==> src/rtl/circuit5_operand_seq_if.sv <==
// Operand/result handshake bundle between the operand sequencer and its neighbours.
// master = upstream producer + downstream datapath + consumer side; slave = sequencer.
interface circuit5_operand_seq_if #(
  parameter int DATAWIDTH = 64
);
  logic                 in_valid;
  logic                 in_ready;
  logic [DATAWIDTH-1:0] in_a, in_b, in_c, in_d, in_zero;
  logic [DATAWIDTH-1:0] a, b, c, d, zero;
  logic [DATAWIDTH-1:0] z_in;
  logic                 out_valid;
  logic                 out_ready;
  logic [DATAWIDTH-1:0] out_z;
  logic                 busy;
  logic                 err_divzero;

  modport master (
    output in_valid, in_a, in_b, in_c, in_d, in_zero, z_in, out_ready,
    input  in_ready, a, b, c, d, zero, out_valid, out_z, busy, err_divzero
  );

  modport slave (
    input  in_valid, in_a, in_b, in_c, in_d, in_zero, z_in, out_ready,
    output in_ready, a, b, c, d, zero, out_valid, out_z, busy, err_divzero
  );
endinterface

==> src/rtl/circuit5_operand_seq.sv <==
// Operand sequencer: holds a tuple on a..zero for SETTLE_CYCLES, then captures z_in.
// Optional DIVZERO_CHECK_EN short-circuits zero divisors to an error result.
module circuit5_operand_seq #(
  parameter int DATAWIDTH     = 64,
  parameter int SETTLE_CYCLES = 3
) (
  input logic                   Clk,
  input logic                   Rst,
  circuit5_operand_seq_if.slave bus
);
  localparam int SC_EFF = (SETTLE_CYCLES < 1) ? 1 : SETTLE_CYCLES;
  localparam int CW     = (SETTLE_CYCLES < 1) ? 1 : $clog2(SETTLE_CYCLES + 1);
  localparam logic [CW-1:0] CNT_LOAD = CW'(SC_EFF);

  typedef enum logic [1:0] {IDLE, SETTLE, DONE} state_e;

  state_e               state_q;
  logic [CW-1:0]        cnt_q;
  logic [DATAWIDTH-1:0] a_q, b_q, c_q, d_q, zero_q, z_q;
  logic                 vld_q, busy_q, err_q, dz_q;
  logic                 dz_d;

`ifdef DIVZERO_CHECK_EN
  assign dz_d = (bus.in_b == '0) || (bus.in_d == '0);
`else
  assign dz_d = 1'b0;
`endif

  always_ff @(posedge Clk or negedge Rst) begin
    if (!Rst) begin
      state_q <= IDLE;
      cnt_q   <= '0;
      a_q     <= '0;
      b_q     <= '0;
      c_q     <= '0;
      d_q     <= '0;
      zero_q  <= '0;
      z_q     <= '0;
      vld_q   <= 1'b0;
      busy_q  <= 1'b0;
      err_q   <= 1'b0;
      dz_q    <= 1'b0;
    end else begin
      case (state_q)
        IDLE: if (bus.in_valid) begin
          a_q     <= bus.in_a;
          b_q     <= bus.in_b;
          c_q     <= bus.in_c;
          d_q     <= bus.in_d;
          zero_q  <= bus.in_zero;
          cnt_q   <= CNT_LOAD;
          dz_q    <= dz_d;
          busy_q  <= 1'b1;
          state_q <= SETTLE;
        end
        SETTLE: begin
          // Zero-divisor tuples skip the wait; the datapath result would be garbage.
          if (dz_q) begin
            z_q     <= '0;
            err_q   <= 1'b1;
            cnt_q   <= '0;
            vld_q   <= 1'b1;
            state_q <= DONE;
          end else if (cnt_q <= CW'(1)) begin
            z_q     <= bus.z_in;
            err_q   <= 1'b0;
            cnt_q   <= '0;
            vld_q   <= 1'b1;
            state_q <= DONE;
          end else begin
            cnt_q <= cnt_q - CW'(1);
          end
        end
        DONE: if (bus.out_ready) begin
          vld_q   <= 1'b0;
          busy_q  <= 1'b0;
          err_q   <= 1'b0;
          dz_q    <= 1'b0;
          state_q <= IDLE;
        end
        default: begin
          vld_q   <= 1'b0;
          busy_q  <= 1'b0;
          state_q <= IDLE;
        end
      endcase
    end
  end

  // in_ready is gated by Rst so it reads 0 while reset is held, yet 1 on release.
  assign bus.in_ready    = Rst & ~busy_q;
  assign bus.a           = a_q;
  assign bus.b           = b_q;
  assign bus.c           = c_q;
  assign bus.d           = d_q;
  assign bus.zero        = zero_q;
  assign bus.out_valid   = vld_q;
  assign bus.out_z       = z_q;
  assign bus.busy        = busy_q;
`ifdef DIVZERO_CHECK_EN
  assign bus.err_divzero = err_q;
`else
  assign bus.err_divzero = 1'b0;
`endif
endmodule

==> src/flat_wrapper.sv <==
// flat-port wrapper written by rule: the top's interface ports become plain ports
module circuit5_operand_seq_flat 
#(
  parameter int DATAWIDTH     = 64,
  parameter int SETTLE_CYCLES = 3
)
  (Clk, Rst, bus_in_valid, bus_in_a, bus_in_b, bus_in_c, bus_in_d, bus_in_zero, bus_z_in, bus_out_ready, bus_in_ready, bus_a, bus_b, bus_c, bus_d, bus_zero, bus_out_valid, bus_out_z, bus_busy, bus_err_divzero);
  circuit5_operand_seq_if #(.DATAWIDTH(DATAWIDTH)) bus_i ();
  input logic Clk;
  input logic Rst;
  input wire logic [$bits(bus_i.in_valid)-1:0] bus_in_valid;
  input wire logic [$bits(bus_i.in_a)-1:0] bus_in_a;
  input wire logic [$bits(bus_i.in_b)-1:0] bus_in_b;
  input wire logic [$bits(bus_i.in_c)-1:0] bus_in_c;
  input wire logic [$bits(bus_i.in_d)-1:0] bus_in_d;
  input wire logic [$bits(bus_i.in_zero)-1:0] bus_in_zero;
  input wire logic [$bits(bus_i.z_in)-1:0] bus_z_in;
  input wire logic [$bits(bus_i.out_ready)-1:0] bus_out_ready;
  output wire logic [$bits(bus_i.in_ready)-1:0] bus_in_ready;
  output wire logic [$bits(bus_i.a)-1:0] bus_a;
  output wire logic [$bits(bus_i.b)-1:0] bus_b;
  output wire logic [$bits(bus_i.c)-1:0] bus_c;
  output wire logic [$bits(bus_i.d)-1:0] bus_d;
  output wire logic [$bits(bus_i.zero)-1:0] bus_zero;
  output wire logic [$bits(bus_i.out_valid)-1:0] bus_out_valid;
  output wire logic [$bits(bus_i.out_z)-1:0] bus_out_z;
  output wire logic [$bits(bus_i.busy)-1:0] bus_busy;
  output wire logic [$bits(bus_i.err_divzero)-1:0] bus_err_divzero;
  assign bus_i.in_valid = bus_in_valid;
  assign bus_i.in_a = bus_in_a;
  assign bus_i.in_b = bus_in_b;
  assign bus_i.in_c = bus_in_c;
  assign bus_i.in_d = bus_in_d;
  assign bus_i.in_zero = bus_in_zero;
  assign bus_i.z_in = bus_z_in;
  assign bus_i.out_ready = bus_out_ready;
  assign bus_in_ready = bus_i.in_ready;
  assign bus_a = bus_i.a;
  assign bus_b = bus_i.b;
  assign bus_c = bus_i.c;
  assign bus_d = bus_i.d;
  assign bus_zero = bus_i.zero;
  assign bus_out_valid = bus_i.out_valid;
  assign bus_out_z = bus_i.out_z;
  assign bus_busy = bus_i.busy;
  assign bus_err_divzero = bus_i.err_divzero;
  circuit5_operand_seq #(.DATAWIDTH(DATAWIDTH), .SETTLE_CYCLES(SETTLE_CYCLES)) u_core (.Clk(Clk), .Rst(Rst), .bus(bus_i));
endmodule
==> config.mk <==
export PLATFORM = sky130hd
export DESIGN_NAME = circuit5_operand_seq_flat
export DESIGN_NICKNAME = d
export VERILOG_FILES = /design/src/rtl/circuit5_operand_seq_if.sv /design/src/rtl/circuit5_operand_seq.sv /design/src/flat_wrapper.sv
export SDC_FILE = /design/constraint.sdc
export NUM_CORES = 1
export LEC_CHECK = 0
export ABC_AREA = 1
export CAP_MARGIN = 20
export CORE_AREA = 2 2 298 300
export CTS_CLUSTER_DIAMETER = 50
export CTS_CLUSTER_SIZE = 20
export DETAILED_ROUTE_END_ITERATION = 6
export DIE_AREA = 0 0 300 302
export GPL_TIMING_DRIVEN = 0
export MAX_ROUTING_LAYER = met4
export PLACE_DENSITY = 0.43
export SLEW_MARGIN = 5
export SYNTH_ARGS = -nofsm -noshare
export SYNTH_HDL_FRONTEND = slang
export SYNTH_SLANG_ARGS = --single-unit
==> constraint.sdc <==
create_clock -name Clk -period 1.7 [get_ports Clk]
set_clock_uncertainty 0.2 [all_clocks]
set_input_delay 0.255 -clock Clk [delete_from_list [all_inputs] [get_ports Clk]]
set_output_delay 0.255 -clock Clk [all_outputs]
set_load 0.01 [all_outputs]
**Word-level counts from Yosys, hierarchy flattened**

Index checks and enable logic that the tools add are counted.

- Bits in registers: 391
- Input port bits: 388
- Output and inout port bits: 388
- Word-level logic and storage cells: 52

- Add/subtract/negate cells: 1
- Magnitude comparators: 1
- Equality and inequality tests: 5
- Mux-type cells: 19
- Bitwise operators: 4
- Reductions and logical operators: 11

Operators by type and width:

| kind | count |
|---|---|
| $mux 64 | 2 |
| $mux 2 | 7 |
| $reduce_and 3->1 | 4 |
| $pmux 1 s3 | 2 |
| $pmux 2 s3 | 1 |
| $reduce_and 2->1 | 3 |
| $reduce_bool 2->1 | 3 |
| $mux 1 | 5 |
| $ne 2x2->1 const B | 2 |
| $pmux 2 s2 | 1 |
| $ne 3x1->1 const B | 1 |
| $not 1->1 | 3 |
| $eq 2x1->1 const B | 1 |
| $eq 2x2->1 const B | 1 |
| $le 2x1->1 const B | 1 |
| $logic_not 2->1 | 1 |
| $pmux 1 s2 | 1 |
| $sub 2x1->2 const B | 1 |
| $and 1x1->1 | 1 |

**Logic depth before layout (Yosys ltp)**

Gate-level depths: netlist (run 1).

- Depth after elaboration: 4
- Gate-level depth with buffers: 7
- Mapped depth without buffers: 5

**Worst setup path before layout (run 1)**

OpenSTA, ideal clock, no wires.

- Path kind: register to register
- From: register u_core.state_q[0]
- To: register u_core.zero_q[13] (netlist: u_core.bus.zero[13])
- Library setup time: 0.134 ns
- Arrival: 1.092 ns
- Setup slack: 0.274 ns
- Stages on the path, launching flop included: 8
- Buffers on the path: 3
- Cell sequence: dfrtp_1 inv_2 nand3_2 buf_6 buf_8 buf_6 nand2_1 o21ai_0

- Word-level cells in the longest chain between the ends: 2

Ends and longest elaborated chain:

| what | line | text |
|---|---|---|
| start: declaration | circuit5_operand_seq.sv:17 | `state_e state_q;` |
| start signal: assignment | circuit5_operand_seq.sv:31 | `state_q <= IDLE;` |
| start signal: assignment | circuit5_operand_seq.sv:54 | `state_q <= SETTLE;` |
| start signal: assignment | circuit5_operand_seq.sv:63 | `state_q <= DONE;` |
| $logic_not 2->1 | circuit5_operand_seq.sv:44 | `case (state_q)` |
| $reduce_and 2->1 (no line) | n/a |  |
| end signal: assignment | circuit5_operand_seq.sv:50 | `zero_q <= bus.in_zero;` |
| end: declaration | circuit5_operand_seq.sv:19 | `logic [DATAWIDTH-1:0] a_q, b_q, c_q, d_q, zero_q, z_q;` |

Every way passes these cells.
A chain may end at the register's enable or synchronous reset.

**Final worst setup path (run 1)**

- From: register u_core.busy_q (netlist: u_core.bus.busy)
- To: output port bus_in_ready

- Word-level cells in the longest chain between the ends: 2

Ends and longest elaborated chain:

| what | line | text |
|---|---|---|
| start: declaration | circuit5_operand_seq.sv:20 | `logic vld_q, busy_q, err_q, dz_q;` |
| start signal: assignment | circuit5_operand_seq.sv:40 | `busy_q <= 1'b0;` |
| start signal: assignment | circuit5_operand_seq.sv:53 | `busy_q <= 1'b1;` |
| start signal: assignment | circuit5_operand_seq.sv:76 | `busy_q <= 1'b0;` |
| $not 1->1 | circuit5_operand_seq.sv:91 | `assign bus.in_ready = Rst & ~busy_q;` |
| $and 1x1->1 | circuit5_operand_seq.sv:91 |  |
| end: declaration | flat_wrapper.sv:19 | `output wire logic [$bits(bus_i.in_ready)-1:0] bus_in_ready;` |

Every way passes these cells.

==> impl_summary.md, run 1 <==
Route
In this run, the number of DRC markers left after iteration 0 of detailed routing was 661. The via total after detailed routing is 15,800. The detailed-route vias per instance is 3.82.

The final layout contains routed wiring with a total length of 74,600 um. The count of antenna-violating nets left after detailed routing is 0. Dividing the detail-routed wire length by the instance count gives 18.0 um. The detailed-router iteration count before antenna repair is 4. The post-detailed-route DRC marker count is 0.

Synthesis
Counting flops with a built-in enable in the synthesized netlist gives 0. The top-area cell type share of the netlist area is 64.4%. sky130_fd_sc_hd__dfrtp_1 takes more of the synthesized area than any other cell.

In this run, synthesis produced a sequential element count of 390. Sorting the synthesized cells by area gives the leading types as sky130_fd_sc_hd__dfrtp_1, sky130_fd_sc_hd__nand2_1, sky130_fd_sc_hd__inv_1. Averaged over all synthesized cells, the footprint is 9.17 um^2. During synthesis, Yosys emitted a total of 0 warnings. Counting flops with an async set or reset pin after synthesis yields a share of 100%.

The dominant synthesized flop cell is sky130_fd_sc_hd__dfrtp_1. The cell count after synthesis came out at 1,651. The fraction of the yosys area taken by sequential cells is 64.4%. Synthesis instantiated 16 different standard cells from the library.

The net count of the mapped netlist is 2,039. The mapped cell area is 15,100 um^2.

STA
The number of hold violations in the final report was 0. Adding up every negative setup slack in the final design gives -4.09 ns. The worst-case setup margin in the final layout is -0.112 ns. The smallest clock period supported by the final layout is computed as 1.81 ns. The relative slew slack is 48.7%. The post-route worst hold slack is 0.0297 ns. The post-route fraction of the period consumed by the critical path is 107%. The fmax is 552 MHz. Setup repair after global routing could not meet its margin everywhere. The total count of max-transition violations in the final report was 0.

For the pin with the worst max-slew slack, the measured transition is 0.767 ns. Setup violations remaining at the end of the flow were counted as 54.

Clock tree
The number of buffers between clock root and the deepest sink is 3. The CTS sink count is 390. In this run the clock root is driven by a sky130_fd_sc_hd__clkbuf_16. The clock-pin slew of the registers on the worst-case setup and hold paths is 0.06 ns. The later pin in the worst-skew pair is clocked with a latency of 0.60 ns. TritonCTS created 66 clock buffers.

The clock tree from TritonCTS is built. The clock tree synthesis step divided the H-tree into 3 levels.

Global route
The initial antenna violation count is 6. The first global-routing pass estimated 109,000 um of wire. After global routing the overflow that remains totals 0. Entering global routing, the biggest net connects 110 pins. The global-route total usage across every layer is 16.4%. For this run, global-route usage on met3 was measured as 4.74%. met2 is the most crowded layer.

Global routing used 18.4% of the available met1 tracks. The fraction of met2 tracks used by global routing is 27.9%. The number of global-route vias before repair is 17,200.

Place
At the end of routability-driven placement, the weighted congestion stood at 0.865. The placed instances occupy a cell area of 24,400 um^2. The post-detailed-placement half-perimeter wirelength is 52,000 um.

The count of input and output buffers is 774.

Run
Across the run, the number of max-cap violations was 0.

Die
The die area is 90,600 um^2. The starting density of the core is 17.3%. The core region is 87,600 um^2.

The floorplan step set the die height to 302 um. The number of top-level pins is 776. The die boundary width is 300 um. The floorplan has 109 rows.

Power and ir drop
The total power density per cell area is 1720 nW/um^2. IR analysis of the VDD net gives a maximum drop of 0.862 mV. The power consumption is 54.0 mW. The leakage power figure is 15.9 nW.

Finish
Cells fill 35.9% of the core in the end. The total area of multi-input combinational cells is 4580 um^2. Summing all non-filler instances in the final layout gives an area of 31,500 um^2.

In the final layout, the share of cells above drive strength 1 is 31.1%. After the last flow step, the layout net total stands at 3,299. The number of inserted filler cells in the final layout is 8,887.

The growth of design area from synthesis to finish is 108%. The area occupied by registers is 9760 um^2.

Outcome
The flow ran to the end, but the final reports show violations. The checks that failed: setup timing.

Worst setup path
The data arrival time of the critical path is 1.36 ns. The start-to-end type of the worst setup path is reg -> out. The capturing element type of the critical path is an output port. At the worst endpoint, the required time is 1.24 ns. For flop-to-flop paths, the worst setup slack is -0.11 ns. The top fanout value on the critical path is 2. The kind of launch point of the worst setup path is a flop.

Worst hold path
The min-delay analysis places its worst path in the category in -> reg.
logic make-up after synthesis:
| group | synth area share, % |
|---|---|
| flip-flops | 64.4 |
| buffers and inverters | 11.7 |
| other | 0.0248 |
| AO/OA/AOI/OAI | 10.7 |
| AND/OR/NAND/NOR | 13.1 |
power breakdown:
group / leakage, nW / switching [mW] / internal [mW]
clock: 1.15 / 5.25 / 9.38
combinational: 9.95 / 12.1 / 10.7
sequential: 4.81 / 2.83 / 13.8
total: 15.9 / 20.1 / 33.9
metal layers:
metal / vias up / routed length, um
li1: 7543 / -
met3: 125 / 5330
met5: - / 0
met4: 0 / 2380
met1: 7535 / 29700
met2: 565 / 37100
cell usage in the layout (no fill, tap or decap), drive strengths merged:
| master | n |
|---|---|
| nand3 | 3 |
| dlygate4sd3 | 324 |
| conb | 1 |
| nor2 | 1 |
| clkinv | 8 |
| o21ai | 324 |
| nand4 | 1 |
| clkinvlp | 8 |
| bufbuf | 6 |
| buf | 506 |
| clkdlybuf4s50 | 386 |
| clkbuf | 124 |
| clkdlybuf4s15 | 12 |
| dlymetal6s4s | 1 |
| bufinv | 10 |
| diode | 4 |
| dfrtp | 390 |
| inv | 338 |
| nand2 | 520 |
area by class of cell:
type,instances,share of cell area (%)
diodes,4,0.0318
clock inverters,38,1.81
clock buffers,82,5.87
multi-input cells,850,14.6
repair buffers,1193,34.8
inverters,326,3.90
well taps,1165,4.63
flip-flops and latches,390,31.0
plain buffers,84,3.37
flip-flops by register name, indices dropped and copies added, names as in the netlist:
register	cells
u_core.bus.a	64
u_core.bus.b	64
u_core.bus.busy	1
u_core.bus.c	64
u_core.bus.d	64
u_core.bus.out_valid	1
u_core.bus.out_z	64
u_core.bus.zero	64
u_core.cnt_q	2
u_core.state_q	2
metrics by stage:
step	std cells	setup WS, ns
after floorplan	1651	0.274
after global placement	3590	-18.21
after detailed placement	3593	-1.39
after CTS	4117	-0.188
after global routing	4131	-0.178
final	4132	-0.112
synth_stat cells (2+ instances only):
master	n
sky130_fd_sc_hd__buf_2	35
sky130_fd_sc_hd__buf_6	22
sky130_fd_sc_hd__buf_8	2
sky130_fd_sc_hd__clkbuf_1	25
sky130_fd_sc_hd__dfrtp_1	390
sky130_fd_sc_hd__inv_1	323
sky130_fd_sc_hd__inv_2	3
sky130_fd_sc_hd__nand2_1	520
sky130_fd_sc_hd__nand3_1	2
sky130_fd_sc_hd__o21ai_0	161
sky130_fd_sc_hd__o21ai_1	163
worst max-delay path, cell delays in order, from the launching register on:
cell and delay, ns:
sky130_fd_sc_hd__dfrtp_2 0.44, sky130_fd_sc_hd__buf_6 0.13, sky130_fd_sc_hd__nor2_2 0.06, sky130_fd_sc_hd__buf_2 0.12
path summary, 6_finish.rpt:
path | cells after the start | start | end
setup / recovery | 3 | u_core.bus.busy$_DFFE_PN0P_ | bus_in_ready
hold / removal | 3 | bus_in_a[4] | u_core.bus.a[4]$_DFFE_PN0P_
setup reg to reg | 9 | u_core.state_q[0]$_DFFE_PN0P_ | u_core.bus.d[14]$_DFFE_PN0P_
hold reg to reg | 2 | u_core.bus.out_z[47]$_DFFE_PN0P_ | u_core.bus.out_z[47]$_DFFE_PN0P_
max in group asynchronous | 5 | Rst | u_core.bus.zero[18]$_DFFE_PN0P_
min in group asynchronous | 3 | Rst | u_core.bus.a[52]$_DFFE_PN0P_
timing repair:
item	CTS	global route
resized for setup	1873	303
cloned	34	10
endpoints found under the hold margin	578	0
endpoints found under the setup margin	773	470
pin swaps	3	1
hold buffers	332	0
buffers inserted	38	7
Power figures use the tool's default switching activity.
==> run 2: changes to the inputs <==
--- a/config.mk
+++ b/config.mk
@@ -15,7 +15,6 @@
 export GPL_TIMING_DRIVEN = 0
 export MAX_ROUTING_LAYER = met4
 export PLACE_DENSITY = 0.43
-export SLEW_MARGIN = 5
 export SYNTH_ARGS = -nofsm -noshare
 export SYNTH_HDL_FRONTEND = slang
 export SYNTH_SLANG_ARGS = --single-unit
==> impl_summary.md, run 2 (synthesis results as in run 1) <==
STA
The total count of max-transition violations in the final report came to 0. Setup repair after global routing could not meet its margin everywhere. Setup violations remaining at the end of the flow were counted as 2. The number of hold violations in the final report is 0. After layout, the minimum clock period comes to 1.81 ns.

In this run the tightest slew margin relative to its limit is 65.0%. Timing would allow up to 553 MHz. Once routing completed, OpenROAD measured the worst setup slack at -0.109 ns.

For the pin with the worst max-slew slack, the measured transition is 0.524 ns. The post-route fraction of the period consumed by the critical path is 106%. The final total negative setup slack is -0.135 ns.

Finish
Compared with the post-synthesis result, the final layout area differs by 93.8%. The finished cells cover 29,400 um^2. The top cell types in the final layout, fill and taps aside, are sky130_fd_sc_hd__nand2_1, sky130_fd_sc_hd__dfrtp_1, sky130_fd_sc_hd__clkdlybuf4s50_1. Measured on the finished design, the core utilization comes to 33.5%. The fraction of layout cells with a size suffix above 1 is 24.5%. The most frequent standard cell in the layout excluding fill and tap cells is sky130_fd_sc_hd__nand2_1.

The number of inserted filler cells in the final layout is 9,117. After the flow finishes, the layout carries non-filler instances totaling 4,041. The number of nets at the end of the flow is 3,210.

Outcome
The checks that failed: setup timing. The flow ran to the end, but the final reports show violations.

Worst setup path
The worst setup path is of the reg -> out kind. The buffers plus inverters on the worst setup path is 2. The data arrival time of the critical path is 1.35 ns. The kind of cell with the highest combined delay along the critical path is flip-flops.

Of all nets on the critical path, the largest fanout is 2. The largest single stage delay on the critical path is 0.44 ns. The kind of launch point of the worst setup path is a flop. The critical path crosses 3 cells after its start point. The worst setup path is captured at an output port. The critical path data required time is 1.24 ns.

The length in cells of the worst reg-to-reg path is 7. The critical path goes through buf_6, nor2_1, buf_2. The worst-path cell with the longest stage delay is sky130_fd_sc_hd__dfrtp_2.

Route
The count of antenna-violating nets left after detailed routing is 0. For this run, design rule violations remaining after detail routing come to 0. The violation count after the first detailed-routing iteration is 744. The detailed-router iteration count before antenna repair is 5. The final layout contains routed wiring with a total length of 72,000 um. The average routed wire per standard cell is 17.8 um.

The detailed-route vias per instance is 3.78. The via total after detailed routing is 15,300.

Power and ir drop
The total power density per cell area is 1720 nW/um^2. The worst IR drop on VDD is 0.814 mV. The leakage power figure is 15.0 nW.

Global route
The global-route total usage across every layer is 15.9%. The first-pass GRT wire length is 105,000 um. The initial antenna violation count is 7. For this run the aggregate overflow at the end of global routing stands at 0. The number of global-route vias before repair is 16,400. Entering global routing, the biggest net connects 112 pins.

Clock tree
The clock-pin slew of the registers on the worst-case setup and hold paths is 0.05 ns. The clock tree synthesis step divided the H-tree into 3 levels. In this run the deepest clock path goes through 3 buffers.

Clock latency on the worst-skew pair, taken at its later pin, is 0.58 ns. TritonCTS built the clock tree. The number of clock buffers added by TritonCTS is 67. The CTS sink count is 390. The clock root buffer master is sky130_fd_sc_hd__clkbuf_16.

Run
Across the run, the number of max-cap violations was 0.

Die
The core region is 87,600 um^2. The die outline height is 302 um. In this run the count of I/O pins placed on the die edge is 776. The die area is 90,600 um^2.

The starting density of the core is 17.3%. Measured along the x axis, the die boundary spans 300 um. After floorplanning, the core was divided into 109 placement rows.

Worst hold path
The number of cells on the worst hold path is 3. In this run the worst hold path is classified as in -> reg.

Place
Once placement completed, the tool counted placed cells totaling 3,593. The pre-CTS setup slack is -1.39 ns. The count of input and output buffers is 774.

Summing all placed instances gives a cell area of 24,400 um^2. The weighted congestion at the end of routability-driven global placement is 0.865. The wire-length estimate of the detail-placed layout is 52,000 um.
## run 2: cell count changes in the layout (fill, tap and decap cells not counted), moves of 13 or more
cell	before	now
sky130_fd_sc_hd__buf_6	20	33
sky130_fd_sc_hd__dlygate4sd3_1	324	271
sky130_fd_sc_hd__nand2_1	369	477
sky130_fd_sc_hd__nand2_2	104	42
sky130_fd_sc_hd__nand2_4	47	1
sky130_fd_sc_hd__o21ai_0	21	77
sky130_fd_sc_hd__o21ai_1	213	233
sky130_fd_sc_hd__o21ai_2	89	13
## run 2: final cells by class
class                      count  area [um^2]  area share (%)
antenna                        4         10.0          0.0341
clock buffer                  84         1880            6.41
inverter                     326         1230            4.18
buffer                        81          895            3.05
timing repair buffer        1106         9840            33.5
sequential                   390         9760            33.3
clock inverter                35          488            1.66
multi-input combinational    850         3790            12.9
tap                         1165         1460            4.97
## run 2: routing by layer
metal  vias up  GRT usage (%)  part of all wire, %
li1       7346              -                    -
met1      7249           17.7                   40
met2       546           26.7                   49
met3       126           4.91                  7.7
met4         0           6.06                  3.4
met5         -              -                    0
## run 2: metrics by stage
stage | hold slack (ns) | power, mW
final | 0.0216 | 50.5
after CTS | 0.0000466 | 51.2
after global placement | 0.260 | 37.4
after detailed placement | 0.0921 | 37.6
after global routing | 0.00148 | 53.9
after floorplan | -0.241 | 23.8
## run 2: power by group
| part | internal, mW | switching (mW) |
|---|---|---|
| Sequential | 13.8 | 2.51 |
| Combinational | 8.93 | 10.9 |
| Clock | 9.26 | 5.07 |
| Total | 32.0 | 18.5 |
## run 2: repair_timing
action	4_1_cts	5_1_grt
cloned	19	3
pin swaps	2	1
hold endpoints to repair	466	2
endpoints found under the setup margin	773	514
buffers inserted	29	4
resized for setup	1606	258
hold buffers	274	2
## run 2: path summary, 6_finish.rpt
kind	startpoint	endpoint	slack (ns)
min	bus_in_a[54]	u_core.bus.a[54]$_DFFE_PN0P_	0.02
max in group asynchronous	Rst	u_core.bus.c[42]$_DFFE_PN0P_	0.13
min reg2reg	u_core.bus.out_valid$_DFFE_PN0P_	u_core.bus.out_valid$_DFFE_PN0P_	0.27
max reg2reg	u_core.state_q[1]$_DFFE_PN0P_	u_core.bus.b[28]$_DFFE_PN0P_	0.06
max	u_core.bus.busy$_DFFE_PN0P_	bus_in_ready	-0.11
min in group asynchronous	Rst	u_core.bus.b[54]$_DFFE_PN0P_	0.22
## run 2: worst reg2reg max path: cells and delay by family (launching register included)
kind,cells,cell delay [ns]
DFF,1,0.38
and+or+nand+nor,1,0.09
AOI/OAI and AO/OA,1,0.18
buffers and inverters,5,0.71
